$ cat config.mk
export PLATFORM = sky130hd
export DESIGN_NAME = dsp_pwr_seq
export DESIGN_NICKNAME = d
export VERILOG_FILES = /design/src/rtl/dsp_pwr_seq_pkg.sv /design/src/rtl/dsp_pwr_seq_sync_2ff.sv /design/src/rtl/dsp_pwr_seq.sv
export SDC_FILE = /design/constraint.sdc
export NUM_CORES = 1
export LEC_CHECK = 0
export CAP_MARGIN = 25
export CELL_PAD_IN_SITES_DETAIL_PLACEMENT = 2
export CELL_PAD_IN_SITES_GLOBAL_PLACEMENT = 2
export CORE_ASPECT_RATIO = 0.7
export CORE_MARGIN = 5
export CORE_UTILIZATION = 39
export CTS_CLUSTER_DIAMETER = 60
export DETAILED_ROUTE_END_ITERATION = 7
export PLACE_DENSITY = 0.87
export SYNTH_ARGS = -nofsm -noshare
export SYNTH_HDL_FRONTEND = slang
export SYNTH_SLANG_ARGS = --single-unit
$ cat constraint.sdc
create_clock -name clk -period 2.8 [get_ports clk]
set_input_delay 0.42 -clock clk [delete_from_list [all_inputs] [get_ports clk]]
set_output_delay 0.42 -clock clk [all_outputs]
set_load 0.02 [all_outputs]
$ cat src/rtl/dsp_pwr_seq_pkg.sv
// dsp_pwr_seq_pkg: state encoding, default timing constants and a small
// state-decode helper shared by the DSP power-up/reset sequencer.
package dsp_pwr_seq_pkg;

  // Sequencer states, 3-bit encoding
  typedef enum logic [2:0] {
    IDLE     = 3'd0,
    WAIT_PWR = 3'd1,
    WAIT_PG  = 3'd2,
    WAIT_RST = 3'd3,
    RUN      = 3'd4,
    SHUTDOWN = 3'd5,
    FAULT    = 3'd6
  } pwr_state_e;

  // Default board-clock cycle counts
  localparam int unsigned DEF_CNT_W          = 20;
  localparam int unsigned DEF_PWR_DLY_CYC    = 50000;
  localparam int unsigned DEF_PG_TIMEOUT_CYC = 20000;
  localparam int unsigned DEF_RST_DLY_CYC    = 100000;
  localparam int unsigned DEF_SHDN_DLY_CYC   = 1000;
`ifdef DSP_PWR_SEQ_RETRY_EN
  localparam int unsigned DEF_MAX_RETRY      = 3;
`endif

  // busy covers every transitional state; the resting states are IDLE, RUN, FAULT
  function automatic logic isBusyState(input pwr_state_e s);
    return !((s == IDLE) || (s == RUN) || (s == FAULT));
  endfunction

endpackage

$ cat src/rtl/dsp_pwr_seq_sync_2ff.sv
// sync_2ff: generic two-flop synchronizer with asynchronous active-low clear.
// Used to bring the regulator power-good into the clk domain.
module sync_2ff #(
  parameter int unsigned WIDTH = 1
) (
  input  logic             clk,
  input  logic             rst_n,
  input  logic [WIDTH-1:0] d_i,
  output logic [WIDTH-1:0] q_o
);

  logic [WIDTH-1:0] meta_q;
  logic [WIDTH-1:0] sync_q;

  // Two back-to-back flops; the first may go metastable, the second settles it
  always_ff @(posedge clk or negedge rst_n) begin
    if (!rst_n) begin
      meta_q <= '0;
      sync_q <= '0;
    end else begin
      meta_q <= d_i;
      sync_q <= meta_q;
    end
  end

  assign q_o = sync_q;

endmodule

$ cat src/rtl/dsp_pwr_seq.sv
// dsp_pwr_seq: timed power-up/reset sequencer for the DSP.
// Raises pwron_out after a programmable delay, waits for power-good, then
// raises rst_out after a second delay. Handles brownout faults and an ordered
// shutdown (rst_out drops first, pwron_out later).
// Optional build macro: DSP_PWR_SEQ_RETRY_EN adds automatic fault retries and
// the retry_cnt output.
module dsp_pwr_seq
  import dsp_pwr_seq_pkg::*;
#(
  parameter int unsigned CNT_W          = DEF_CNT_W,
  parameter int unsigned PWR_DLY_CYC    = DEF_PWR_DLY_CYC,
  parameter int unsigned PG_TIMEOUT_CYC = DEF_PG_TIMEOUT_CYC,
  parameter int unsigned RST_DLY_CYC    = DEF_RST_DLY_CYC,
  parameter int unsigned SHDN_DLY_CYC   = DEF_SHDN_DLY_CYC
`ifdef DSP_PWR_SEQ_RETRY_EN
  ,
  parameter int unsigned MAX_RETRY      = DEF_MAX_RETRY
`endif
) (
  input  logic clk,
  input  logic rst_n,
  input  logic en,
  input  logic pwr_good,
  output logic pwron_out,
  output logic rst_out,
  output logic busy,
  output logic fault
`ifdef DSP_PWR_SEQ_RETRY_EN
  ,
  output logic [$clog2(MAX_RETRY+1)-1:0] retry_cnt
`endif
);

  // WAIT_PWR enters with count 1, so its exit compares against the full delay.
  // The other timed states enter with count 0 and leave on the edge where the
  // count would reach the target, hence the "minus one" thresholds.
  localparam logic [CNT_W-1:0] PWR_LAST  = CNT_W'(PWR_DLY_CYC);
  localparam logic [CNT_W-1:0] PG_LAST   = CNT_W'(PG_TIMEOUT_CYC - 1);
  localparam logic [CNT_W-1:0] RST_LAST  = CNT_W'(RST_DLY_CYC - 1);
  localparam logic [CNT_W-1:0] SHDN_LAST = CNT_W'(SHDN_DLY_CYC - 1);

`ifdef DSP_PWR_SEQ_RETRY_EN
  localparam int unsigned     RW        = $clog2(MAX_RETRY + 1);
  localparam logic [RW-1:0]   RETRY_MAX = RW'(MAX_RETRY);
  logic [RW-1:0] retry_q, retry_d;
`endif

  pwr_state_e       state_q, state_d;
  logic [CNT_W-1:0] cnt_q, cnt_d, cntInc;
  logic             pwron_q, pwron_d;
  logic             rst_q, rst_d;
  logic             busy_q, busy_d;
  logic             fault_q, fault_d;
  logic             pgSync;

  sync_2ff #(
    .WIDTH(1)
  ) u_pg_sync (
    .clk  (clk),
    .rst_n(rst_n),
    .d_i  (pwr_good),
    .q_o  (pgSync)
  );

  // Next state, counter and decoded outputs; fault conditions outrank en=0
  always_comb begin
    state_d = state_q;
    cntInc  = (&cnt_q) ? cnt_q : (cnt_q + CNT_W'(1));
    cnt_d   = cntInc;
`ifdef DSP_PWR_SEQ_RETRY_EN
    retry_d = retry_q;
`endif

    case (state_q)
      IDLE: begin
        if (en) state_d = WAIT_PWR;
      end
      WAIT_PWR: begin
        if (!en)                    state_d = IDLE;
        else if (cnt_q >= PWR_LAST) state_d = WAIT_PG;
      end
      WAIT_PG: begin
        if (!pgSync && (cnt_q >= PG_LAST)) state_d = FAULT;
        else if (!en)                      state_d = SHUTDOWN;
        else if (pgSync)                   state_d = WAIT_RST;
      end
      WAIT_RST: begin
        if (!pgSync)                state_d = FAULT;
        else if (!en)               state_d = SHUTDOWN;
        else if (cnt_q >= RST_LAST) state_d = RUN;
      end
      RUN: begin
        if (!pgSync)  state_d = FAULT;
        else if (!en) state_d = SHUTDOWN;
      end
      SHUTDOWN: begin
        if (cnt_q >= SHDN_LAST) state_d = IDLE;
      end
      FAULT: begin
        if (!en) begin
          state_d = IDLE;
        end
`ifdef DSP_PWR_SEQ_RETRY_EN
        else if ((retry_q < RETRY_MAX) && (cnt_q >= SHDN_LAST)) begin
          state_d = WAIT_PWR;
          retry_d = retry_q + RW'(1);
        end
`endif
      end
      default: state_d = IDLE;
    endcase

    if (state_d != state_q) begin
      cnt_d = (state_d == WAIT_PWR) ? CNT_W'(1) : '0;
    end

`ifdef DSP_PWR_SEQ_RETRY_EN
    if ((state_d == IDLE) || (state_d == RUN)) retry_d = '0;
`endif

    pwron_d = state_d inside {WAIT_PG, WAIT_RST, RUN, SHUTDOWN};
    rst_d   = (state_d == RUN);
    busy_d  = isBusyState(state_d);
    fault_d = (state_d == FAULT);
  end

  // State, counter and output registers; reset drops both outputs at once
  always_ff @(posedge clk or negedge rst_n) begin
    if (!rst_n) begin
      state_q <= IDLE;
      cnt_q   <= '0;
      pwron_q <= 1'b0;
      rst_q   <= 1'b0;
      busy_q  <= 1'b0;
      fault_q <= 1'b0;
`ifdef DSP_PWR_SEQ_RETRY_EN
      retry_q <= '0;
`endif
    end else begin
      state_q <= state_d;
      cnt_q   <= cnt_d;
      pwron_q <= pwron_d;
      rst_q   <= rst_d;
      busy_q  <= busy_d;
      fault_q <= fault_d;
`ifdef DSP_PWR_SEQ_RETRY_EN
      retry_q <= retry_d;
`endif
    end
  end

  assign pwron_out = pwron_q;
  assign rst_out   = rst_q;
  assign busy      = busy_q;
  assign fault     = fault_q;
`ifdef DSP_PWR_SEQ_RETRY_EN
  assign retry_cnt = retry_q;
`endif

endmodule
### Word-level counts from Yosys, hierarchy flattened

Cells that the tools add are included.
W data, S select, Z words.

* output and inout bits: 4
* input bits: 4
* register bits: 29

* mux-type cells: 17
* equal/unequal tests: 14
* add/subtract/negate cells: 1
* magnitude comparators: 4
* reductions and logical operators: 9

Operator list (number)
* $mux W20: 2
* $mux W3: 13
* $pmux W3 S7: 1
* $add A20 B1 Y20 const B: 1
* $ge A20 B10 Y1 const B: 1
* $ge A20 B15 Y1 const B: 1
* $ge A20 B16 Y1 const B: 1
* $ge A20 B17 Y1 const B: 1
* $reduce_and A20 Y1: 1
* $eq A3 B3 Y1 const B: 6
* $eq A3 B2 Y1 const B: 4
* $eq A3 B1 Y1 const B: 2
* $logic_not A3 Y1: 2
* $reduce_bool A4 Y1: 1
* $ne A3 B3 Y1: 1
* $logic_not A1 Y1: 2
* $logic_or A1 B1 Y1: 2
* $ne A2 B1 Y1 const B: 1
* $logic_and A1 B1 Y1: 1
* $mux W1: 1

### Depth between registers and ports, before layout

* depth after elaboration: 9
* gate-level depth with buffers: 9

### Modules after synthesis

From an unflattened synthesis, not the netlist that was laid out.

* cell total of the unflattened synthesis: 192
* area total of the unflattened synthesis: 1816.7 µm²

Modules (own cells, without submodules)
* dsp_pwr_seq: cells an instance 190, times used 1, seq. area each 675.6 µm², area an instance 1766.7 µm²
* sync_2ff: cells an instance 2, times used 1, seq. area each 50.0 µm², area an instance 50.0 µm²

### Worst setup path after synthesis

No wires, ideal clock.

* kind: reg2reg
* start: register cnt_q[14]
* end: register cnt_q[0]
* setup slack: 0.672 ns
* data arrival time: 1.995 ns
* data required time: 2.667 ns
* cell stages (with the launch flop): 10
* cell sequence: dfrtp_1 > buf_6 > nor4_2 > o211ai_1 > a2111o_1 > and4_1 > buf_6 > a22oi_4 > buf_6 > o32ai_1

* cells in the longest elaborated chain, start to end: 8

Ends and longest elaborated chain
* from (decl): RTL line dsp_pwr_seq.sv:49 `logic [CNT_W-1:0] cnt_q, cnt_d, cntInc;`
* from (signal assigned): RTL line dsp_pwr_seq.sv:141 `cnt_q <= cnt_d;`
* $ge A20 B17 Y1: RTL line dsp_pwr_seq.sv:90 `else if (cnt_q >= RST_LAST) state_d = RUN;`
* $mux W3: RTL line dsp_pwr_seq.sv:90
* $mux W3: RTL line dsp_pwr_seq.sv:89 `else if (!en) state_d = SHUTDOWN;`
* $mux W3: RTL line dsp_pwr_seq.sv:88 `if (!pgSync) state_d = FAULT;`
* $pmux W3 S7: RTL line dsp_pwr_seq.sv:74 `case (state_q)`
* $eq A3 B1 Y1: RTL line dsp_pwr_seq.sv:114 `cnt_d = (state_d == WAIT_PWR) ? CNT_W'(1) : '0;`
* $mux W1: RTL line dsp_pwr_seq.sv:114
* $mux W20: RTL line dsp_pwr_seq.sv:113 `if (state_d != state_q) begin`

Parallel ways exist; a longest one is shown, timed or not.
A chain may end at the register's enable or synchronous reset.

### Worst setup path in the final report

* start: register cnt_q[6]
* end: register cnt_q[16]

* cells in the longest elaborated chain, start to end: 7

Ends and longest elaborated chain (RTL line)
* $ge A20 B17 Y1: dsp_pwr_seq.sv:90
* $mux W3: dsp_pwr_seq.sv:90
* $mux W3: dsp_pwr_seq.sv:89
* $mux W3: dsp_pwr_seq.sv:88
* $pmux W3 S7: dsp_pwr_seq.sv:74
* $ne A3 B3 Y1: dsp_pwr_seq.sv:113
* $ne A2 B1 Y1 (no line) / $mux W20 (equally long branches)

Parallel ways exist; a longest one is shown, timed or not. The select of a mux whose other input is x is not followed.

==> out/qor.csv <==
stage,metric,value,unit
outcome,outcome,"finished, final reports clean",
critical_path,"slowest stage cell, crit path",nor4_1,
timing,clock skew,0.00630,ns
critical_path,CP Launch Type,flop,
floorplan,full die area,0.00660,mm^2
timing,Max Fclk,0.359,GHz
synth,Netlist Area Pre-Place,0.00197,mm^2
synth,Post-synth top flop,dfrtp_1,
timing,Worst Max-Slew Pin Slew,0.814,ns
synth,Ys Warns,0,
placed_design,placer congestion estimate,0.942,
final_layout,fill cell count,539,
synth,Post-synth EDFFs,0,
critical_path,WP data required,2.99,ns
clock_tree,PostCTS Resize Cnt,0,
clock_tree,"Clk Latency, worst-skew pair",0.29,ns
detailed_routing,"antenna viol nets, final",0,
clock_tree,clock buffer depth,2,
global_route,GRT Total Usage,0.190,
synth,Post-synth ARST share,1.00,
global_route,vias in the first global route,1742,
floorplan,die span in y,69.5,um
placed_design,HPWL after DPL,4300,um
detailed_routing,Vias,1668,
timing,Max transition margin,0.449,
timing,final hold vios,0,
final_layout,NumNets Final,214,
critical_path,family with the most delay on the worst path,simple AND/OR/NAND/NOR gates,
min_path,hold path startpoint,u_pg_sync.meta_q,
timing,min Tclk post-route,2.79,ns
min_path,Hold Path Class,flop to flop,
detailed_routing,drc violations,0,
placed_design,Port Buf Inserts,7,
clock_tree,clk slew on worst S/H paths,0.07,ns
clock_tree,clock root buffer,clkbuf_8,
final_layout,synth-to-layout area growth,10.7,%
global_route,largest net degree at the start of global routing,30,
global_route,total grt overflow,0,
final_layout,fin area,0.00218,mm^2
detailed_routing,DR WL/cell,21.3,um
placed_design,Worst Setup Slack post-DPL,0.154,ns
global_route,initial antenna violation count,0,
clock_tree,H-tree depth,2,
clock_tree,clk sink count,29,
final_layout,share of cells above drive strength 1,0.134,
final_layout,Ant. Diodes,0,
critical_path,R2R setup slack,0.01,ns
floorplan,Core ar.,0.00483,mm^2
critical_path,CP max stage delay,0.49,ns
detailed_routing,via/cell ratio,6.00,
synth,Mapped Cells,206,
floorplan,num rows,21,
min_path,hold path depth,0,
floorplan,I/O pins,8,
clock_tree,Num CTS Buffers,5,
clock_tree,CTS tree,built,
critical_path,Buffers & Inverters on Critical Path,1,
timing,Final period util,0.996,
detailed_routing,initial DRC count,70,
critical_path,critical path arrival,2.98,ns
placed_design,area post-placement,0.00206,mm^2
timing,Worst Slack Setup Final,0.0114,ns
critical_path,Stages on worst setup path,7,
synth,Yosys cell types,58,
synth,Yosys reg bits,29,
timing,max-slew violation count,0,
final_layout,post-layout util,0.451,
timing,Setup-failing EPs final,0,
critical_path,launch point of the worst path,cnt_q[6],
critical_path,worst r2r path cells,7,
detailed_routing,final wirelength,5920,um
detailed_routing,First-pass DRT Iterations,4,
critical_path,critical path class,flop to flop,
power,Max VDD drop,0.232,mV
synth,sequential share of the synthesized area,0.368,
power,pwr dens,499,mW/mm^2
critical_path,element type at the critical path end,flop,
critical_path,CP cell instances,"nor4_1, a211oi_2, o211ai_1, and4_1, a22oi_4, buf_12, nor4_2",
run,MaxCap Viol Count,0,
clock_tree,number of hold buffers added after cts,0,
critical_path,crit-path max FO,20,
synth,Synthesized Nets,212,
floorplan,chip width,95.0,um
synth,Syn Area/Cell,9.57,um^2
clock_tree,post-CTS setup buffer count,0,
global_route,first-pass GRT wire length,9530,um
power,Lkg Pwr,0.866,nW
critical_path,Reg2Reg Launch Point,cnt_q[6],
floorplan,Starting Density,0.408,
timing,Hold WS,0.353,ns
[cells in the final DEF, fill, tap and decap left out, types with 4 or more instances in the layout]
cell type,n
inv_1,6
xnor2_1,7
nand2_1,16
nand4_1,6
buf_4,4
xor2_1,10
nor4_1,4
nand3_1,8
nor3_1,22
clkbuf_8,6
dfrtp_1,29
clkdlybuf4s50_1,7
nor2_1,8
o21ai_0,4
o211ai_1,5
[logic make-up after synthesis]
group	Yosys count	share of synthesized area
AO/OA/AOI/OAI	40	0.183
buffers and inverters	23	0.0724
XOR/XNOR	17	0.0756
adder cells (fa/ha/maj)	2	0.0127
flip-flops	29	0.368
multiplexers	1	0.00508
AND/OR/NAND/NOR	94	0.283
[final timing paths]
check	to
max in group asynchronous	state_q[2]
worst max-delay path	cnt_q[16]
worst max register to register	cnt_q[16]
min in group asynchronous	cnt_q[17]
worst min-delay path	u_pg_sync.q_o
worst min register to register	u_pg_sync.q_o
[registers in the layout (all words and copies together), names as in the netlist]
signal and count:
busy 1, cnt_q 20, fault 1, pwron_out 1, rst_out 1, state_q 3, u_pg_sync.meta_q 1, u_pg_sync.q_o 1
[final cells by class]
| class | instances | area (um^2) | area share |
|---|---|---|---|
| inverters | 6 | 22.5 | 0.0103 |
| well taps | 69 | 86.3 | 0.0396 |
| clock buffers | 6 | 82.6 | 0.0378 |
| flip-flops and latches | 29 | 726 | 0.333 |
| clock inverters | 2 | 37.5 | 0.0172 |
| multi-input cells | 154 | 1110 | 0.507 |
| repair buffers | 12 | 120 | 0.0550 |
[routing by layer]
layer | global-route usage | part of all wire
met5 | 0 | 0
met4 | 0.0672 | 0.013
met3 | 0.0401 | 0.030
met2 | 0.275 | 0.45
met1 | 0.277 | 0.51
[synth_stat cells, types with 2 or more instances]
master    count  share of area
nor3b_1       3          0.011
a21boi_0      2         0.0076
nand3_1       8          0.020
nor3_1       22          0.056
and3_1        3         0.0095
a21oi_1       3         0.0076
buf_6         6          0.034
nor2b_1       3         0.0095
nor4_2        2          0.013
nand4_1       6          0.019
o211ai_1      5          0.019
and4_1        3          0.013
xor2_1       10          0.044
clkbuf_1      2         0.0038
dfrtp_1      29           0.37
a211oi_1      2         0.0076
xnor2_1       7          0.031
nand2_1      16          0.030
nor4_1        4          0.013
buf_2         8          0.020
o21ai_0       4          0.010
a31oi_1       3         0.0095
ha_1          2          0.013
inv_1         6          0.011
o311ai_1      2         0.0089
nor2_1        8          0.015
a2111o_1      2          0.011
or3_1         3         0.0095
and2_1        2         0.0063
nor3_2        2          0.010
[report_power, final]
part / switching, W / internal (W) / leakage, nW
logic: 0.0000963 / 0.0000621 / 0.415
clock network: 0.000177 / 0.000289 / 0.0574
registers: 0.0000279 / 0.000437 / 0.393
[through the flow]
stage                     setup TNS, ns  cells  total power (W)
after CTS                             0    278          0.00110
after detailed placement              0    270         0.000631
after global routing             -0.210    278          0.00114
final                                 0    278          0.00109
after floorplan                       0    206         0.000572
after global placement                0    270         0.000617
Power figures use the tool's default switching activity.
==> variant 1, RTL diff (config.mk and constraints unchanged) <==
Build with the macro `DSP_PWR_SEQ_RETRY_EN` defined.
--- a/src/rtl/dsp_pwr_seq_pkg.sv
+++ b/src/rtl/dsp_pwr_seq_pkg.sv
@@ -1,5 +1,7 @@
 // dsp_pwr_seq_pkg: state encoding, default timing constants and a small
 // state-decode helper shared by the DSP power-up/reset sequencer.
+`define DSP_PWR_SEQ_RETRY_EN
+
 package dsp_pwr_seq_pkg;
 
   // Sequencer states, 3-bit encoding
Function (old outputs only; new: retry_cnt): no difference found for any inputs over 10 cycles, from zero or initial values and one cycle with rst_n low; that may be too few to reach the edited logic, so the function may still have changed.
==> variant 1 against the unedited design <==
- global-route usage increased by 2.1 points
- sequential cell count increased by 2
- area after synthesis decreased by 4.9%
- critical path type unchanged
- critical endpoint is now cnt_q[4]
- worst setup slack improved by 0.094 ns
- routed wire length increased by 1.4%
- final area increased by 2.1%
- cell count increased by 4.7%
- via count increased by 0.60%
Power is not compared: it rests on default switching activity, and its combinational part moved more than twofold at a synthesized area within 25%.
==> variant 1: results <==
set metrics [dict create \
    final_cell_count_no_fill 291 \
    timing.critical_path.fanout_max 7 \
    fin_worst_hold_slack_ns 0.363 \
    result_of_the_run "finished clean" \
    worst_hold_path_type "flop to flop" \
    synth_compound_gate_area_share 0.164 \
    largest_reg_flops 20 \
    worstRegToRegCells 8 \
    total_leakage_power_nw 0.978 \
    antenna_cells 0 \
    worst-r2r-setup-slack_ns 0.11 \
    post_route_cells_drive_above_1_share 0.162 \
    detailroute.via_count 1678 \
    fillerInstances 501 \
    synth_warnings 0 \
    avgRoutedWirePerCell_um 20.6 \
    numCtsBuffers 5 \
    insertion_delay_ns 0.29 \
    share_of_synthesized_area_occupied_by_flip_flops_and_latches 0.414 \
    grt_pass1_wl_um 9930 \
    initialDrtViolationCount 83 \
    cp-startpoint "cnt_q[19]" \
    holdCritStartpoint "u_pg_sync.meta_q" \
    slew_headroom 0.578 \
    cp_data_arrival_time_ns 2.91 \
    pre_cts_ws_ns 0.0412 \
    synth_area_leaders "dfrtp_1 41%, nor2_1 6.4%, xor2_1 5.6%" \
    irDropWorstVdd_mv 0.447 \
    antenna_found_initial 0 \
    place_congestion 0.893 \
    place.detailed.hpwl_um 4410 \
    skew_ns 0.00697 \
    rr_endpoint "cnt_q[4]" \
    synth_xor_xnor_area_share 0.0841 \
    first_global_vias 1830 \
    placedCellCount 281 \
    hold-path-cell-count 0 \
    max_flop_register "cnt_q" \
    postSynthNetCount 214 \
    detailed_place.area_sq_um 2120 \
    yosys.area_share.adder 0.0200 \
    port_buffers 9 \
    layout.nets 240 \
    htree_num_levels 2 \
    ys_top_cells_by_count "32 x nor2_1, 31 x dfrtp_1, 16 x nand2_1" \
    grt_start_max_net_pins 32 \
    worst_setup_hold_path_clk_slew_ns 0.07 \
    internal-power_mw 1.01 \
    netlist_instances 207 \
    grt_usage 0.211 \
    synthDistinctLibCells 44 \
    clock_path_buffers 2 \
    muxShareOfSynthArea 0.0107 \
    drt_first_pass_iters 4 \
]
-- variant 1: power groups by stage --
stage / clock (mW) / combinational (mW) / sequential (mW)
4_1_cts: 0.366 / 0.725 / 0.600
3_3_place_gp: 0 / 0.677 / 0.603
3_5_place_dp: 0 / 0.700 / 0.608
6_report: 0.361 / 0.755 / 0.600
2_1_floorplan: 0 / 0.474 / 0.585
5_1_grt: 0.388 / 0.825 / 0.612
-- variant 1: how the worst max path moves through the flow --
stage / cells past startpoint / to / slack (ns)
global placement: 8 / cnt_q[13] / 0.15
finish: 8 / cnt_q[4] / 0.11
floorplan: 8 / cnt_q[14] / 0.27
detailed placement: 8 / cnt_q[12] / 0.04
CTS: 8 / cnt_q[4] / 0.04
global route: 8 / cnt_q[12] / 0.007
-- variant 1: routing by layer --
metal,vias to the layer above,global-route usage,wire length (um)
met5,-,0,0
met3,6,0.0418,230
met1,863,0.292,2980
met4,0,0.0439,62
met2,27,0.346,2730
li1,782,-,-
-- variant 1: worst max-delay path: stages (launching register included) --
cell      delay (ns)
dfrtp_1         0.44
or4_4           0.57
or4_4           0.51
o21ba_4         0.24
a211oi_4        0.20
a21oi_1         0.11
nand4b_4        0.24
buf_4           0.21
nor2_1          0.11
-- variant 1: area by class of cell --
| class | count | area (sq um) | share of cell area |
|---|---|---|---|
| flip-flops and latches | 31 | 776 | 0.348 |
| clock inverters | 3 | 20.0 | 0.00898 |
| clock buffers | 5 | 68.8 | 0.0309 |
| inverters | 11 | 41.3 | 0.0185 |
| repair buffers | 28 | 233 | 0.104 |
| well taps | 57 | 71.3 | 0.0320 |
| multi-input cells | 156 | 1020 | 0.457 |
-- variant 1: repair_timing --
action                     4_1_cts  5_1_grt
hold endpoints to repair         0        0
setup endpoints to repair        0       16
buffers inserted                 0        2
gates resized for setup          0        1
==> variant 2, RTL diff (config.mk and constraints unchanged) <==
Without the edit above. The output `pwron_out` loses its register stage (`pwron_q` becomes a continuous assignment).
--- a/src/rtl/dsp_pwr_seq.sv
+++ b/src/rtl/dsp_pwr_seq.sv
@@ -129,7 +129,6 @@
     if (!rst_n) begin
       state_q <= IDLE;
       cnt_q   <= '0;
-      pwron_q <= 1'b0;
       rst_q   <= 1'b0;
       busy_q  <= 1'b0;
       fault_q <= 1'b0;
@@ -139,7 +138,6 @@
     end else begin
       state_q <= state_d;
       cnt_q   <= cnt_d;
-      pwron_q <= pwron_d;
       rst_q   <= rst_d;
       busy_q  <= busy_d;
       fault_q <= fault_d;
@@ -148,6 +146,8 @@
 `endif
     end
   end
+
+  assign pwron_q = pwron_d;
 
   assign pwron_out = pwron_q;
   assign rst_out   = rst_q;
Behaviour: same outputs for any inputs over 10 cycles, from zero or initial values and one cycle with rst_n low; that may be too few to reach the edited logic, so the function may still have changed.
==> variant 2 against the unedited design <==
- power is 12% lower
- maximum frequency rose by 2.3%
- die area fell by 1.1%
- sequential cell count down 1
- utilization is 4.9 points higher
- worst setup slack better by 0.064 ns
- area after synthesis fell by 1.3%
- final area is 10% higher
- routed wire length grew 20%
==> variant 2: results <==
set metrics [dict create \
    grt_pass1_wl_um 11600 \
    ys_top_cells_by_count "28 x dfrtp_1, 22 x nor3_1, 16 x nand2_1" \
    worst_path_largest_cell_delay_ns 0.46 \
    cts_num_sinks 28 \
    irDropWorstVdd_mv 0.153 \
    place.detailed.hpwl_um 5430 \
    worst_setup_hold_path_clk_slew_ns 0.11 \
    grt_start_max_net_pins 29 \
    multi_input_comb_area_sq_um 1120 \
    detailed_place.area_sq_um 2310 \
    detailroute.via_count 1831 \
    synth_xor_xnor_area_share 0.0765 \
    layout.non_clock_buffers 50 \
    grt_usage 0.231 \
    groute.layer.met2.usage 0.377 \
    skew_ns 0.00672 \
    numCtsBuffers 3 \
    synth_area_leaders "dfrtp_1 36%, nor3_1 5.7%, xor2_1 4.5%" \
    grt_use_met3 0.0402 \
    htree_num_levels 1 \
    antenna_found_initial 0 \
    pre_cts_ws_ns -0.308 \
    detailroute.wirelength.met2_um 3480 \
    placedCellCount 306 \
    avgSynthCellArea_sq_um 9.49 \
    post_route_cells_drive_above_1_share 0.277 \
    ff_latch_area_sq_um 703 \
    result_of_the_run "finished clean" \
    route.final.wire_length_um 7130 \
    slew_headroom 0.390 \
    buffer_area_frac 0.166 \
    cp_data_arrival_time_ns 2.30 \
    clkCellAreaFrac 0.0296 \
    muxShareOfSynthArea 0.00514 \
    timing.critical_path.fanout_max 5 \
    antenna_cells 0 \
    cpMaxStageDelayCell "dfrtp_2" \
    synth_compound_gate_area_share 0.185 \
    initialDrtViolationCount 145 \
    yosys.area_share.adder 0.0129 \
    first_global_vias 2077 \
    power-per-cell-area_nw_per_um2 400 \
    postSynthNetCount 211 \
    m1WireLength_um 3240 \
    layout.nets 249 \
    fillerInstances 523 \
    total_leakage_power_nw 1.03 \
    fin_util 0.501 \
    worst_path_dominant_cell_family "simple AND/OR/NAND/NOR gates" \
    grt.met1_usage 0.316 \
    share_of_synthesized_area_occupied_by_flip_flops_and_latches 0.360 \
    place_congestion 0.971 \
]
==> variant 2: worst paths after layout <==
check / from / endpoint / slack [ns] / depth (start not counted)
worst min-delay path: u_pg_sync.meta_q / u_pg_sync.q_o / 0.37 / 0
worst max-delay path: cnt_q[6] / pwron_out / 0.08 / 7
min in group asynchronous: rst_n / cnt_q[16] / 0.51 / 2
worst min register to register: u_pg_sync.meta_q / u_pg_sync.q_o / 0.37 / 0
worst max register to register: cnt_q[5] / cnt_q[0] / 0.23 / 8
max in group asynchronous: rst_n / cnt_q[6] / 1.99 / 2
==> variant 2: power by group <==
group          leakage (nW)  internal [mW]  switching, mW
sequential            0.376          0.422         0.0150
clock                0.0357          0.192          0.139
combinational         0.615         0.0771          0.118
==> variant 2: timing repair <==
| action | CTS | global route |
|---|---|---|
| endpoints found under the setup margin | 1 | 20 |
| buffers inserted | 1 | 0 |
| resized for setup | 6 | 5 |
| pin swaps | 1 | 1 |
